**src/rtl/ledmux_pkg.sv**
```systemverilog
// Shared LED-mux definitions: display mode encodings and a small sizing helper.
package ledmux_pkg;

    localparam int unsigned MODE_W = 3;

    localparam logic [MODE_W-1:0] MODE_OFF   = 3'd0;
    localparam logic [MODE_W-1:0] MODE_ON    = 3'd1;
    localparam logic [MODE_W-1:0] MODE_CODE  = 3'd2;
    localparam logic [MODE_W-1:0] MODE_SCORE = 3'd3;
    localparam logic [MODE_W-1:0] MODE_BLINK = 3'd4;
    localparam logic [MODE_W-1:0] MODE_CHASE = 3'd5;
    localparam logic [MODE_W-1:0] MODE_FLASH = 3'd6;
    localparam logic [MODE_W-1:0] MODE_FILL  = 3'd7;

    function automatic int unsigned max_u(input int unsigned a, input int unsigned b);
        return (a > b) ? a : b;
    endfunction

endpackage

```
**src/rtl/tick_gen.sv**
```systemverilog
// Free-running prescaler: pulses tick for one cycle every DIV clocks; clear restarts the count.
module tick_gen #(
    parameter int unsigned DIV = 12_500_000
) (
    input  logic clk,
    input  logic rst_n,
    input  logic clear,
    output logic tick
);

    localparam int unsigned CNT_W = (DIV > 1) ? $clog2(DIV) : 1;

    logic [CNT_W-1:0] cnt_q;
    logic [CNT_W-1:0] cnt_d;

    assign tick = (cnt_q == CNT_W'(DIV - 1));

    always_comb begin
        cnt_d = cnt_q + CNT_W'(1);
        if (clear || tick) begin
            cnt_d = '0;
        end
    end

    always_ff @(posedge clk) begin
        if (!rst_n) begin
            cnt_q <= '0;
        end else begin
            cnt_q <= cnt_d;
        end
    end

endmodule

```
**src/rtl/led_pattern_ctrl.sv**
```systemverilog
// Registered LED pattern driver: static patterns plus tick-timed blink/chase/flash/fill animations.
module led_pattern_ctrl
    import ledmux_pkg::*;
#(
    parameter int unsigned WIDTH       = 7,
    parameter int unsigned TICK_DIV    = 12_500_000,
    parameter int unsigned FLASH_COUNT = 3
) (
    input  logic             clk,
    input  logic             rst_n,
    input  logic [2:0]       mode,
    input  logic [WIDTH-1:0] score,
    output logic [WIDTH-1:0] leds_out,
    output logic             anim_done
);

    localparam int unsigned FLASH_END = 2 * FLASH_COUNT;
    localparam int unsigned PH_MAX    = max_u(WIDTH, FLASH_END + 1);
    localparam int unsigned PH_W      = $clog2(PH_MAX);

    logic [MODE_W-1:0] mode_q;
    logic [PH_W-1:0]   phase_q;
    logic [PH_W-1:0]   phase_d;
    logic [WIDTH-1:0]  leds_q;
    logic [WIDTH-1:0]  leds_d;
    logic              done_q;
    logic              done_d;
    logic              mode_chg;
    logic              tick;

    assign mode_chg = (mode != mode_q);

    tick_gen #(
        .DIV (TICK_DIV)
    ) u_tick_gen (
        .clk   (clk),
        .rst_n (rst_n),
        .clear (mode_chg),
        .tick  (tick)
    );

    // Phase sequencing; a mode change wins over a coincident tick.
    always_comb begin
        phase_d = phase_q;
        if (mode_chg) begin
            phase_d = '0;
        end else if (tick) begin
            case (mode_q)
                MODE_BLINK: phase_d = phase_q ^ PH_W'(1);
                MODE_CHASE,
                MODE_FILL:  phase_d = (phase_q == PH_W'(WIDTH - 1)) ? '0 : phase_q + PH_W'(1);
                MODE_FLASH: begin
                    if (phase_q != PH_W'(FLASH_END)) begin
                        phase_d = phase_q + PH_W'(1);
                    end
                end
                default:    phase_d = phase_q;
            endcase
        end
    end

    // Pattern decode from the stored mode and current phase.
    always_comb begin
        leds_d = '0;
        done_d = 1'b0;
        case (mode_q)
            MODE_OFF:   leds_d = '0;
            MODE_ON:    leds_d = '1;
            MODE_CODE: begin
                for (int i = 0; i < int'(WIDTH); i++) begin
                    leds_d[i] = ((i % 3) == 0);
                end
            end
            MODE_SCORE: leds_d = score;
            MODE_BLINK: leds_d = phase_q[0] ? '0 : score;
            MODE_CHASE: begin
                for (int i = 0; i < int'(WIDTH); i++) begin
                    leds_d[i] = (PH_W'(i) == phase_q);
                end
            end
            MODE_FLASH: begin
                if (phase_q == PH_W'(FLASH_END)) begin
                    leds_d = score;
                    done_d = 1'b1;
                end else begin
                    leds_d = phase_q[0] ? '0 : '1;
                end
            end
            MODE_FILL: begin
                for (int i = 0; i < int'(WIDTH); i++) begin
                    leds_d[i] = (PH_W'(i) <= phase_q);
                end
            end
            default:    leds_d = '0;
        endcase
        if (mode_chg) begin
            done_d = 1'b0;
        end
    end

    always_ff @(posedge clk) begin
        if (!rst_n) begin
            mode_q  <= '0;
            phase_q <= '0;
            leds_q  <= '0;
            done_q  <= 1'b0;
        end else begin
            mode_q  <= mode;
            phase_q <= phase_d;
            leds_q  <= leds_d;
            done_q  <= done_d;
        end
    end

    assign leds_out  = leds_q;
    assign anim_done = done_q;

endmodule

```
**config.mk**
```make
export PLATFORM = sky130hd
export DESIGN_NAME = led_pattern_ctrl
export DESIGN_NICKNAME = d
export VERILOG_FILES = /design/src/rtl/ledmux_pkg.sv /design/src/rtl/tick_gen.sv /design/src/rtl/led_pattern_ctrl.sv
export SDC_FILE = /design/constraint.sdc
export NUM_CORES = 1
export LEC_CHECK = 0
export ABC_AREA = 1
export ABC_CLOCK_PERIOD_IN_PS = 2800
export BUFFER_PORTS_ARGS = -buffer_cell sky130_fd_sc_hd__buf_2
export CAP_MARGIN = 10
export CORE_MARGIN = 3
export CORE_UTILIZATION = 63
export CTS_CLUSTER_SIZE = 16
export DETAILED_ROUTE_END_ITERATION = 16
export PLACE_DENSITY = 0.84
export SETUP_SLACK_MARGIN = 0.5
export SYNTH_ARGS = -nofsm -noshare
export SYNTH_HDL_FRONTEND = slang
export SYNTH_SLANG_ARGS = --single-unit
```
**constraint.sdc**
```tcl
create_clock -name clk -period 2.8 [get_ports clk]
set_input_delay 0.14 -clock clk [delete_from_list [all_inputs] [get_ports clk]]
set_output_delay 0.14 -clock clk [all_outputs]
set_load 0.02 [all_outputs]
```
==> results.tsv <==
stage	metric	value	unit
cts	clock buffer depth	2	
placed_design	GP Congestion	0.960	
job	max_cap viols	0	
cts	CTS H-tree depth	2	
timing	fin crit period	1.85	ns
critical_path	Worst Setup SP	u_tick_gen.cnt_q[0]	
global_routing	first-pass GRT wire length	8510	µm
power_and_ir_drop	pwr/cell area	428	nW/µm²
power_and_ir_drop	peak supply drop	0.000315	V
yosys	Syn Area/Cell	6.72	µm²
floorplanning	die area	4170	µm²
detailed_routing	Vias/cell	5.39	
cts	CTS tree	done	
detailed_routing	DRC violation count after routing	0	
yosys	Synth top area share	35.2	%
timing	Slew @ Worst Pin	0.503	ns
cells_and_area	number of fillers in the final layout	273	
critical_path	CP arrival	2.08	ns
cells_and_area	layout cells sized above 1	14.7	%
outcome	outcome	complete, no violations	
detailed_routing	TritonRoute pass-1 iters	5	
yosys	register area share after synthesis	35.2	%
global_routing	number of global-route vias before repair	1926	
timing	RSZ-0062 raised after global routing	false	
power_and_ir_drop	power share of the clock group	38.1	%
critical_path	Worst Setup Start Kind	flip-flop	
cts	TritonCTS Buffers	5	
detailed_routing	DR vias	2106	
timing	hold slack final	0.0270	ns
floorplanning	total core area	3150	µm²
global_routing	largest net degree at the start of global routing	25	
global_routing	GR Overflow Total	0	
detailed_routing	DRT iter0 DRCs	266	
timing	Tcrit/Tclk final	66.1	%
placed_design	DP Area	2280	µm²
critical_path	Crit. End Element	flip-flop	
cells_and_area	Multi-input gate area	1230	µm²
yosys	Yosys top cell by area	dfxtp_1	
power_and_ir_drop	Flop pwr share	54.5	%
global_routing	Global Route Usage Sum	25.7	%
yosys	Yosys Warn Count	0	
cts	Root Driver	clkbuf_4	
timing	TNS Setup	0	ns
yosys	Synth cell types	31	
cells_and_area	antenna diode count	0	
cells_and_area	Area Growth Syn to Fin	10.6	%
cells_and_area	register area	761	µm²
power_and_ir_drop	Comb power frac	7.4	%
critical_path	crit path cell chain	ha_1 -> nand2_1 -> nor2_1 -> nand2_1 -> nor2_1 -> nand2_1 -> nand2_2 -> nor2_1	
cells_and_area	most frequent cells in the layout	nand2_1 (77), nor2_1 (65), dfxtp_1 (38), inv_1 (33), buf_2 (19)	
critical_path	slowest cell on the critical path	dfxtp_1	
detailed_routing	Routed WL	4720	µm
critical_path	Worst EP required	3.03	ns
yosys	#FFs+latches synth	38	
floorplanning	initial core utilization	68.6	%
timing	fmax	0.541	GHz
floorplanning	die width	64.6	µm
power_and_ir_drop	Sw Share	23.2	%
timing	final setup fails	0	
detailed_routing	DR WL/cell	12.1	µm
timing	Max-slew headroom	66.4	%
critical_path	Critical Path Max Stage Delay	0.40	ns
critical_path	worst-path fanout max	24	
placed_design	Port Buffers	19	
cells_and_area	commonest non-fill, non-tap cell in the layout	nand2_1	
cts	Worst-path clk slew	0.11	ns
power_and_ir_drop	P_sw	0.000237	W
timing	Max Slew Vio Count	0	
detailed_routing	ANT nets after route	0	
worst_hold_path	hold wc startpoint	score[5]	
critical_path	FF-to-FF Start	u_tick_gen.cnt_q[0]	
timing	clk_skew	0.0108	ns
floorplanning	Die Ht	64.6	µm
floorplanning	I/O pin cnt	20	
global_routing	initial antenna violation count	0	
yosys	Post-Syn Nets	338	
placed_design	Post-DP HPWL	3480	µm
cells_and_area	Final nets	363	
critical_path	worst setup path class	flip-flop to flip-flop	
power_and_ir_drop	Leak Pwr	0.885	nW
cts	Skew-Pair Late Insertion Delay	0.35	ns
yosys	largest cells by area after synthesis	dfxtp_1 (35%), nand2_1 (13%), nor2_1 (11%), inv_1 (5.7%), nand4_1 (4.0%)	
timing	Final Hold Fails	0	
cts	clk sinks	38	
cells_and_area	design area	2390	µm²
yosys	Mapped Area	2160	µm²
worst_hold_path	min-delay worst type	primary input to flip-flop	
floorplanning	row count	20	
power_and_ir_drop	internal power	0.000786	W
yosys	Post-Syn Instances	322	
cts	Post-CTS Setup Bufs	0	
-- through the flow --
step / cells / util (%) / total power (W) / setup WS [ns]
6_report: 391 / 75.9 / 0.00102 / 0.950
5_1_grt: 391 / 75.9 / 0.00107 / 0.714
4_1_cts: 391 / 75.9 / 0.00103 / 0.938
3_5_place_dp: 381 / 72.3 / 0.000643 / 0.976
3_3_place_gp: 381 / 72.3 / 0.000642 / 1.08
2_1_floorplan: 322 / - / 0.000621 / 1.29
-- critical path: cells and delay by family, from the launching register on --
kind / cells / cell delay [ns]
and+or+nand+nor: 7 / 1.12
adders and majority gates: 1 / 0.22
DFF: 1 / 0.40
-- path summary, 6_finish.rpt --
path | to | slack, ns | cells after the start
min reg2reg | u_tick_gen.cnt_q[0] | 0.49 | 1
max | u_tick_gen.cnt_q[15] | 0.95 | 8
max reg2reg | u_tick_gen.cnt_q[15] | 0.95 | 8
min | leds_out[5] | 0.03 | 3
-- cell families (layout without fill, tap and decap cells) --
group | Yosys count | count (layout) | synth area share (%)
adder cells (fa/ha/maj) | 4 | 4 | 2.31
AND/OR/NAND/NOR | 201 | 201 | 42.3
AO/OA/AOI/OAI | 29 | 29 | 8.44
buffers and inverters | 40 | 65 | 7.75
flip-flops | 38 | 38 | 35.2
XOR/XNOR | 10 | 10 | 4.05
-- per-layer routing --
metal,GRT usage [%],share of wire [%],vias up
li1,-,-,1082
met1,35.7,46,913
met2,37.4,43,100
met3,7.63,8.9,11
met4,9.50,1.9,0
met5,0,0,-
-- power by group through the flow --
stage / Combinational [W] / Sequential (W) / Clock, W
2_1_floorplan: 0.0000433 / 0.000578 / 0
3_3_place_gp: 0.0000718 / 0.000570 / 0
3_5_place_dp: 0.0000730 / 0.000570 / 0
4_1_cts: 0.0000765 / 0.000557 / 0.000392
5_1_grt: 0.0000861 / 0.000559 / 0.000422
6_report: 0.0000762 / 0.000557 / 0.000390
-- sequential cells by signal, indices dropped and copies added, names as in the netlist --
register	count
leds_out	7
u_tick_gen.cnt_q	24
mode_q	3
anim_done	1
phase_q	3
-- synthesized netlist by cell type --
cell,number
buf_6,2
xor2_1,7
and3_1,1
nor3_1,8
nand3_2,2
dfxtp_1,38
nand4_1,14
o22ai_1,1
or2_0,1
nand3_1,13
inv_2,3
nand2_2,4
xnor2_1,3
nand3b_1,5
nor2_4,2
nor3_4,1
nor2_2,6
a31oi_1,5
a21oi_1,14
o21ai_0,3
inv_1,33
a21oi_4,1
buf_2,1
a21oi_2,4
ha_1,4
nor3b_1,1
o21ai_2,1
nor3_2,1
nor2_1,65
clkbuf_2,1
nand2_1,77
-- layout make-up --
cell class | count | share of cell area, %
timing repair buffer | 22 | 5.23
sequential | 38 | 31.8
multi-input combinational | 244 | 51.6
clock inverter | 1 | 1.26
tap | 44 | 2.30
inverter | 36 | 5.65
clock buffer | 6 | 2.14
-- what timing repair did --
action,4_1_cts,5_1_grt
endpoints found under the hold margin,3,0
gates resized for setup,0,0
hold buffers,3,0
No activity file was read; power rests on OpenSTA's default activity.
